===== config.mk =====
export PLATFORM = sky130hd
export DESIGN_NAME = ddram_arb
export DESIGN_NICKNAME = d
export VERILOG_FILES = /design/src/rtl/ddram_arb_pkg.sv /design/src/rtl/ddram_arb_tagfifo.sv /design/src/rtl/ddram_arb.sv
export SDC_FILE = /design/constraint.sdc
export NUM_CORES = 1
export LEC_CHECK = 0
export BUFFER_PORTS_ARGS = -buffer_cell sky130_fd_sc_hd__clkbuf_2
export CORE_AREA = 3 3 183 185
export DETAILED_ROUTE_END_ITERATION = 8
export DIE_AREA = 0 0 186 188
export PLACE_DENSITY = 0.45
export SYNTH_ARGS = -nofsm -noshare
export SYNTH_HDL_FRONTEND = slang
export SYNTH_SLANG_ARGS = --single-unit

===== constraint.sdc =====
create_clock -name ram_clk -period 5.1 [get_ports ram_clk]
set_input_delay 0.255 -clock ram_clk [delete_from_list [all_inputs] [get_ports ram_clk]]
set_output_delay 0.255 -clock ram_clk [all_outputs]
set_load 0.01 [all_outputs]

===== src/rtl/ddram_arb_pkg.sv =====
// Shared types and default widths for the two-requester DDR3 port arbiter.
package ddram_arb_pkg;

  localparam int DEF_AW       = 29;
  localparam int DEF_DW       = 64;
  localparam int DEF_BW       = 8;
  localparam int DEF_RD_DEPTH = 4;

  typedef enum logic [1:0] {
    IDLE,
    ISSUE,
    WBURST
  } state_e;

  typedef struct packed {
    logic              id;
    logic [DEF_BW-1:0] len;
  } tag_t;

  // A burstcount of zero is treated as a single beat.
  function automatic logic [DEF_BW-1:0] eff_len(input logic [DEF_BW-1:0] bc);
    return (bc == '0) ? DEF_BW'(1) : bc;
  endfunction

endpackage


===== src/rtl/ddram_arb_tagfifo.sv =====
// Tag FIFO remembering which requester owns each outstanding read burst.
module ddram_arb_tagfifo
  import ddram_arb_pkg::*;
#(
  parameter int DEPTH = DEF_RD_DEPTH
) (
  input  logic clk,
  input  logic rst_n,
  input  logic push,
  input  tag_t wdata,
  input  logic pop,
  output tag_t rdata,
  output logic full,
  output logic empty
);

  localparam int PW = $clog2(DEPTH);

  tag_t          mem_q [DEPTH];
  logic [PW-1:0] wptr_q, rptr_q;
  logic [PW:0]   cnt_q;
  logic          do_push, do_pop;

  assign full    = (cnt_q == (PW+1)'(DEPTH));
  assign empty   = (cnt_q == '0);
  assign do_push = push & ~full;
  assign do_pop  = pop & ~empty;
  assign rdata   = mem_q[rptr_q];

  always_ff @(posedge clk or negedge rst_n) begin
    if (!rst_n) begin
      wptr_q <= '0;
      rptr_q <= '0;
      cnt_q  <= '0;
    end else begin
      if (do_push) wptr_q <= wptr_q + 1'b1;
      if (do_pop)  rptr_q <= rptr_q + 1'b1;
      if (do_push && !do_pop)      cnt_q <= cnt_q + 1'b1;
      else if (do_pop && !do_push) cnt_q <= cnt_q - 1'b1;
    end
  end

  always_ff @(posedge clk) begin
    if (do_push) mem_q[wptr_q] <= wdata;
  end

endmodule


===== src/rtl/ddram_arb.sv =====
// Shares one Avalon-MM DDR3 port between two masters, granting whole commands.
// Define DDRAM_ARB_PRIO_EN for fixed priority (requester 0 wins); default is round-robin.
module ddram_arb
  import ddram_arb_pkg::*;
#(
  parameter int AW       = DEF_AW,
  parameter int DW       = DEF_DW,
  parameter int BW       = DEF_BW,
  parameter int RD_DEPTH = DEF_RD_DEPTH
) (
  input  logic              ram_clk,
  input  logic              reset_n,
  input  logic [2*AW-1:0]   m_address,
  input  logic [2*BW-1:0]   m_burstcount,
  input  logic [1:0]        m_read,
  input  logic [1:0]        m_write,
  input  logic [2*DW-1:0]   m_writedata,
  input  logic [2*DW/8-1:0] m_byteenable,
  output logic [1:0]        m_waitrequest,
  output logic [DW-1:0]     m_readdata,
  output logic [1:0]        m_readdatavalid,
  output logic [AW-1:0]     ram_address,
  output logic [BW-1:0]     ram_burstcount,
  output logic              ram_read,
  output logic              ram_write,
  output logic [DW-1:0]     ram_writedata,
  output logic [DW/8-1:0]   ram_byteenable,
  input  logic              ram_waitrequest,
  input  logic [DW-1:0]     ram_readdata,
  input  logic              ram_readdatavalid,
  output logic              rd_orphan
);

  state_e          state_q, state_d;
  logic            grant_q, grant_d;
  logic [BW-1:0]   beats_q, beats_d;
  logic [AW-1:0]   addr_q, addr_d;
  logic [BW-1:0]   bc_q, bc_d;
  logic [BW-1:0]   ret_cnt_q, ret_cnt_d;
  logic            orphan_q, orphan_d;
  logic [1:0]      elig;
  logic            win, cmd_done, push, pop, fifo_full, fifo_empty;
  tag_t            head;
  logic [AW-1:0]   g_addr;
  logic [BW-1:0]   g_bc;
  logic            g_read, g_write;
  logic [DW-1:0]   g_wdata;
  logic [DW/8-1:0] g_be;

  assign elig = m_write | (m_read & {2{~fifo_full}});

`ifdef DDRAM_ARB_PRIO_EN
  assign win = ~elig[0];
`else
  logic last_q;

  assign win = (elig == 2'b11) ? ~last_q : ~elig[0];

  always_ff @(posedge ram_clk or negedge reset_n) begin
    if (!reset_n)      last_q <= 1'b1;
    else if (cmd_done) last_q <= grant_q;
  end
`endif

  assign g_addr  = grant_q ? m_address[2*AW-1:AW]        : m_address[AW-1:0];
  assign g_bc    = grant_q ? m_burstcount[2*BW-1:BW]     : m_burstcount[BW-1:0];
  assign g_wdata = grant_q ? m_writedata[2*DW-1:DW]      : m_writedata[DW-1:0];
  assign g_be    = grant_q ? m_byteenable[2*DW/8-1:DW/8] : m_byteenable[DW/8-1:0];
  assign g_read  = m_read[grant_q] & ~m_write[grant_q];
  assign g_write = m_write[grant_q];

  always_comb begin
    state_d        = state_q;
    grant_d        = grant_q;
    beats_d        = beats_q;
    addr_d         = addr_q;
    bc_d           = bc_q;
    cmd_done       = 1'b0;
    push           = 1'b0;
    ram_address    = '0;
    ram_burstcount = '0;
    ram_read       = 1'b0;
    ram_write      = 1'b0;
    ram_writedata  = '0;
    ram_byteenable = '0;
    m_waitrequest  = 2'b11;
    unique case (state_q)
      IDLE: begin
        if (|elig) begin
          grant_d = win;
          state_d = ISSUE;
        end
      end
      ISSUE: begin
        ram_address              = g_addr;
        ram_burstcount           = g_bc;
        ram_read                 = g_read;
        ram_write                = g_write;
        ram_writedata            = g_wdata;
        ram_byteenable           = g_be;
        m_waitrequest[grant_q]   = ram_waitrequest;
        cmd_done                 = (g_read | g_write) & ~ram_waitrequest;
        if (cmd_done) begin
          state_d = IDLE;
          if (!g_write) begin
            push = 1'b1;
          end else if (eff_len(g_bc) > DEF_BW'(1)) begin
            beats_d = eff_len(g_bc) - 1'b1;
            addr_d  = g_addr;
            bc_d    = g_bc;
            state_d = WBURST;
          end
        end
      end
      WBURST: begin
        // Address and burstcount stay at the values of the first beat.
        ram_address            = addr_q;
        ram_burstcount         = bc_q;
        ram_write              = g_write;
        ram_writedata          = g_wdata;
        ram_byteenable         = g_be;
        m_waitrequest[grant_q] = ram_waitrequest;
        if (g_write && !ram_waitrequest) begin
          beats_d = beats_q - 1'b1;
          if (beats_q == BW'(1)) state_d = IDLE;
        end
      end
      default: state_d = IDLE;
    endcase
  end

  always_comb begin
    m_readdatavalid = 2'b00;
    pop             = 1'b0;
    ret_cnt_d       = ret_cnt_q;
    orphan_d        = orphan_q;
    if (ram_readdatavalid) begin
      if (fifo_empty) begin
        orphan_d = 1'b1;
      end else begin
        m_readdatavalid[head.id] = 1'b1;
        if (ret_cnt_q == eff_len(head.len) - 1'b1) begin
          pop       = 1'b1;
          ret_cnt_d = '0;
        end else begin
          ret_cnt_d = ret_cnt_q + 1'b1;
        end
      end
    end
  end

  assign m_readdata = ram_readdata;
  assign rd_orphan  = orphan_q;

  always_ff @(posedge ram_clk or negedge reset_n) begin
    if (!reset_n) begin
      state_q   <= IDLE;
      grant_q   <= 1'b0;
      beats_q   <= '0;
      ret_cnt_q <= '0;
      orphan_q  <= 1'b0;
    end else begin
      state_q   <= state_d;
      grant_q   <= grant_d;
      beats_q   <= beats_d;
      ret_cnt_q <= ret_cnt_d;
      orphan_q  <= orphan_d;
    end
  end

  always_ff @(posedge ram_clk) begin
    addr_q <= addr_d;
    bc_q   <= bc_d;
  end

  ddram_arb_tagfifo #(.DEPTH(RD_DEPTH)) u_tagfifo (
    .clk   (ram_clk),
    .rst_n (reset_n),
    .push  (push),
    .wdata (tag_t'{id: grant_q, len: g_bc}),
    .pop   (pop),
    .rdata (head),
    .full  (fifo_full),
    .empty (fifo_empty)
  );

endmodule


==> metrics.yaml <==
placed_design:
  port_buffers: 341
  gp_congestion: 0.799
  placed_area_um2: 8930
  hpwl_um: 21200
critical_path:
  critPathMaxStageDelay_ps: 760
  crit_fanout: 8
  r2r_slack_ps: 890
  start_kind: "register"
  end_kind: "register"
  path_class: "register to register"
  critPathBufInv: 1
  crit_arrival_ps: 4450
  crit_slowest_cell: "mux4_1"
  rr_worst_depth: 14
  crit_required_ps: 5350
  r2r_end: "u_tagfifo.cnt_q[1]"
  r2r-start: "u_tagfifo.rptr_q[0]"
  crit_chain: "mux4_1 -> nor3_1 -> a21oi_2 -> ha_1 -> xnor2_1 -> xnor2_1 -> nor3b_1 -> mux2i_1 -> nor4_2 -> nand2_2 -> ha_1 -> inv_1 -> fa_1 -> mux2_2"
  cp_top_family: "multiplexers"
sta:
  relSlewSlack: 0.290
  skew_ps: 6.77
  period_minus_slack_ps: 4210
  slew_viol_final: 0
  timing.final.crit_share: 0.825
  rsz0062_at_grt: "no"
  tns_ps: 0
  finalHoldViolCount: 17
  hold_slack_ps: -19.7
  clock.fmax_mhz: 238
  setup_violations: 0
  max_slew.worst_pin.slew_ps: 1060
detailed_routing:
  first_pass_iters: 4
  drt_iter0_drc: 287
  ant_nets: 0
  avgRoutedWirePerCell_um: 19.6
  drc_errors: 0
  dr_total_vias: 5961
  vias_per_cell: 4.42
  drt_wl_total_um: 26400
outcome:
  status: "finished, violations left"
  violations: "negative hold slack"
floorplan:
  die_h_um: 188
  core_um2: 32200
  rows: 66
  start_util: 0.226
  dieWidth_um: 186
  die-area_um2: 35000
  ios: 470
pwr:
  powerDensity_nw_per_um2: 556
  ir_drop_mv: 0.351
  combPwrFrac: 0.611
  p_leak_nw: 4.16
  p_int_mw: 2.83
  fin_total_pwr_mw: 5.13
  clkPwrFrac: 0.138
  switchingPower_mw: 2.31
  p_sw_frac: 0.449
  pwr-share-seq: 0.251
global_routing:
  grt_pass1_wl_um: 38400
  grt_util_met1: 0.184
  met2_usage: 0.255
  grt_max_degree: 113
  grtUsageMet3: 0.0363
  antenna_found_initial: 1
  busiest_layer: "met2"
  grt_overflow: 0
  grt_pass1_vias: 6067
  grtUsageTotal: 0.147
clock_network:
  root_buffer: "clkbuf_16"
  numClockSinks: 101
  numCtsBuffers: 9
  post_cts_buffers: 0
  ctsResizeCount: 0
  htreeDepth: 3
  clk_latency_ps: 350
  cts_tree: "built"
  cts.clk_slew.worst_paths_ps: 80
  cts_hold_buf: 0
  clockBufferDepth: 2
final_layout:
  mostFrequentLayoutCells: "341 x clkbuf_2, 111 x nor2b_1, 84 x mux2i_1"
  n_antenna_cell: 0
  mostFrequentLayoutCell: "clkbuf_2"
  final_nets: 1241
  drive_above_1_share: 0.451
  final_area_um2: 9230
  area_growth_pct: 26.8
synthesis:
  synth_top_flop_cell: "edfxtp_1"
  yosysWarnings: 0
  synthArstFlopShare: 0.277
  netlist_area_um2: 7280
  synth_area_per_cell_um2: 10.7
  synth_nets: 986
  ys_seq_area_frac: 0.398
  synth.distinct_cells: 60
  synth_edf_count: 73
  synth.ff_latch_count: 101
  syn_inst: 681
hold_path:
  hp-class: "primary input to async pin"
flow_run:
  cap_violations: 0
==> sequential cells by signal (all words and copies together) (netlist names) <==
register          cells
u_tagfifo.cnt_q       3
u_tagfifo.wptr_q      2
grant_q               1
bc_q                  8
u_tagfifo.rptr_q      2
state_q               2
u_tagfifo.mem_q      36
addr_q               29
beats_q               8
rd_orphan             1
last_q                1
ret_cnt_q             8
==> area by class of cell <==
type                            instances  area (µm²)
Sequential cell                       101        2900
Fill cell                            3457       23000
Timing Repair Buffer                  349        1770
Multi-Input combinational cell        457        3690
Clock inverter                          7        73.8
Inverter                               18        67.6
Tap cell                              408         510
Clock buffer                            9         225
==> power by group through the flow <==
| stage | Sequential (mW) | Combinational [mW] | Clock (mW) |
|---|---|---|---|
| 2_1_floorplan | 1.21 | 2.12 | 0 |
| 3_3_place_gp | 1.31 | 3.23 | 0 |
| 3_5_place_dp | 1.31 | 3.23 | 0 |
| 4_1_cts | 1.29 | 3.24 | 0.740 |
| 5_1_grt | 1.32 | 3.45 | 0.766 |
| 6_report | 1.29 | 3.14 | 0.710 |
==> worst max-delay path by stage <==
stage | cells past startpoint | start | endpoint | slack, ps
finish | 14 | u_tagfifo.rptr_q[0] | u_tagfifo.cnt_q[1] | 890
global route | 14 | u_tagfifo.rptr_q[0] | u_tagfifo.cnt_q[1] | 480
CTS | 14 | u_tagfifo.rptr_q[0] | u_tagfifo.cnt_q[1] | 880
detailed placement | 14 | u_tagfifo.rptr_q[0] | u_tagfifo.cnt_q[1] | 910
global placement | 14 | u_tagfifo.rptr_q[0] | u_tagfifo.cnt_q[1] | 1000
floorplan | 9 | grant_q | addr_q[0] | 1220
==> Yosys cell counts, types with 2 or more instances <==
library cell / instances / share of area
a21boi_0: 3 / 0.0031
a21o_1: 4 / 0.0041
a21oi_1: 8 / 0.0055
a221o_1: 2 / 0.0028
a22oi_1: 36 / 0.037
and2_1: 5 / 0.0043
and3_1: 3 / 0.0026
buf_1: 8 / 0.0041
buf_4: 64 / 0.066
buf_6: 2 / 0.0031
clkbuf_1: 30 / 0.015
dfrtp_1: 27 / 0.093
edfxtp_1: 73 / 0.30
ha_1: 14 / 0.024
inv_1: 18 / 0.0093
mux2_2: 37 / 0.057
mux2i_1: 84 / 0.12
mux4_1: 4 / 0.014
mux4_2: 5 / 0.015
nand2_1: 23 / 0.012
nand2b_1: 4 / 0.0034
nand3_1: 5 / 0.0034
nand3b_1: 2 / 0.0021
nor2_1: 19 / 0.0098
nor2b_1: 111 / 0.095
nor3_1: 12 / 0.0083
nor3b_1: 8 / 0.0083
nor4_1: 2 / 0.0017
o21ai_0: 16 / 0.011
o221a_2: 2 / 0.0031
o221ai_1: 2 / 0.0024
o22ai_1: 2 / 0.0017
o31ai_1: 2 / 0.0021
or3_1: 2 / 0.0017
or4_1: 2 / 0.0021
xnor2_1: 12 / 0.014
xor2_1: 5 / 0.0060
==> logic make-up after synthesis <==
group,count (synthesis),synth area share
muxes,130,0.203
DFF,101,0.398
and+or+nand+nor,208,0.169
buffers and inverters,123,0.0987
adders and majority gates,15,0.0268
AOI/OAI and AO/OA,87,0.0846
xor gates and xnor gates,17,0.0205
==> per-stage QoR <==
step,hold slack [ps],utilization,setup slack (ps),cells
after CTS,7.22,0.287,883,1349
final,-19.7,0.287,895,1349
after floorplan,-40.6,-,1220,681
after detailed placement,398,0.277,908,1333
after global placement,406,0.277,997,1333
after global routing,12.1,0.287,477,1349
==> per-layer routing <==
metal / wire [µm] / vias up
met1: 11000 / 2839
li1: - / 2880
met4: 429 / 2
met2: 13300 / 205
met3: 1600 / 35
met5: 13 / -
Note: power is estimated with default switching activity, not from simulation.
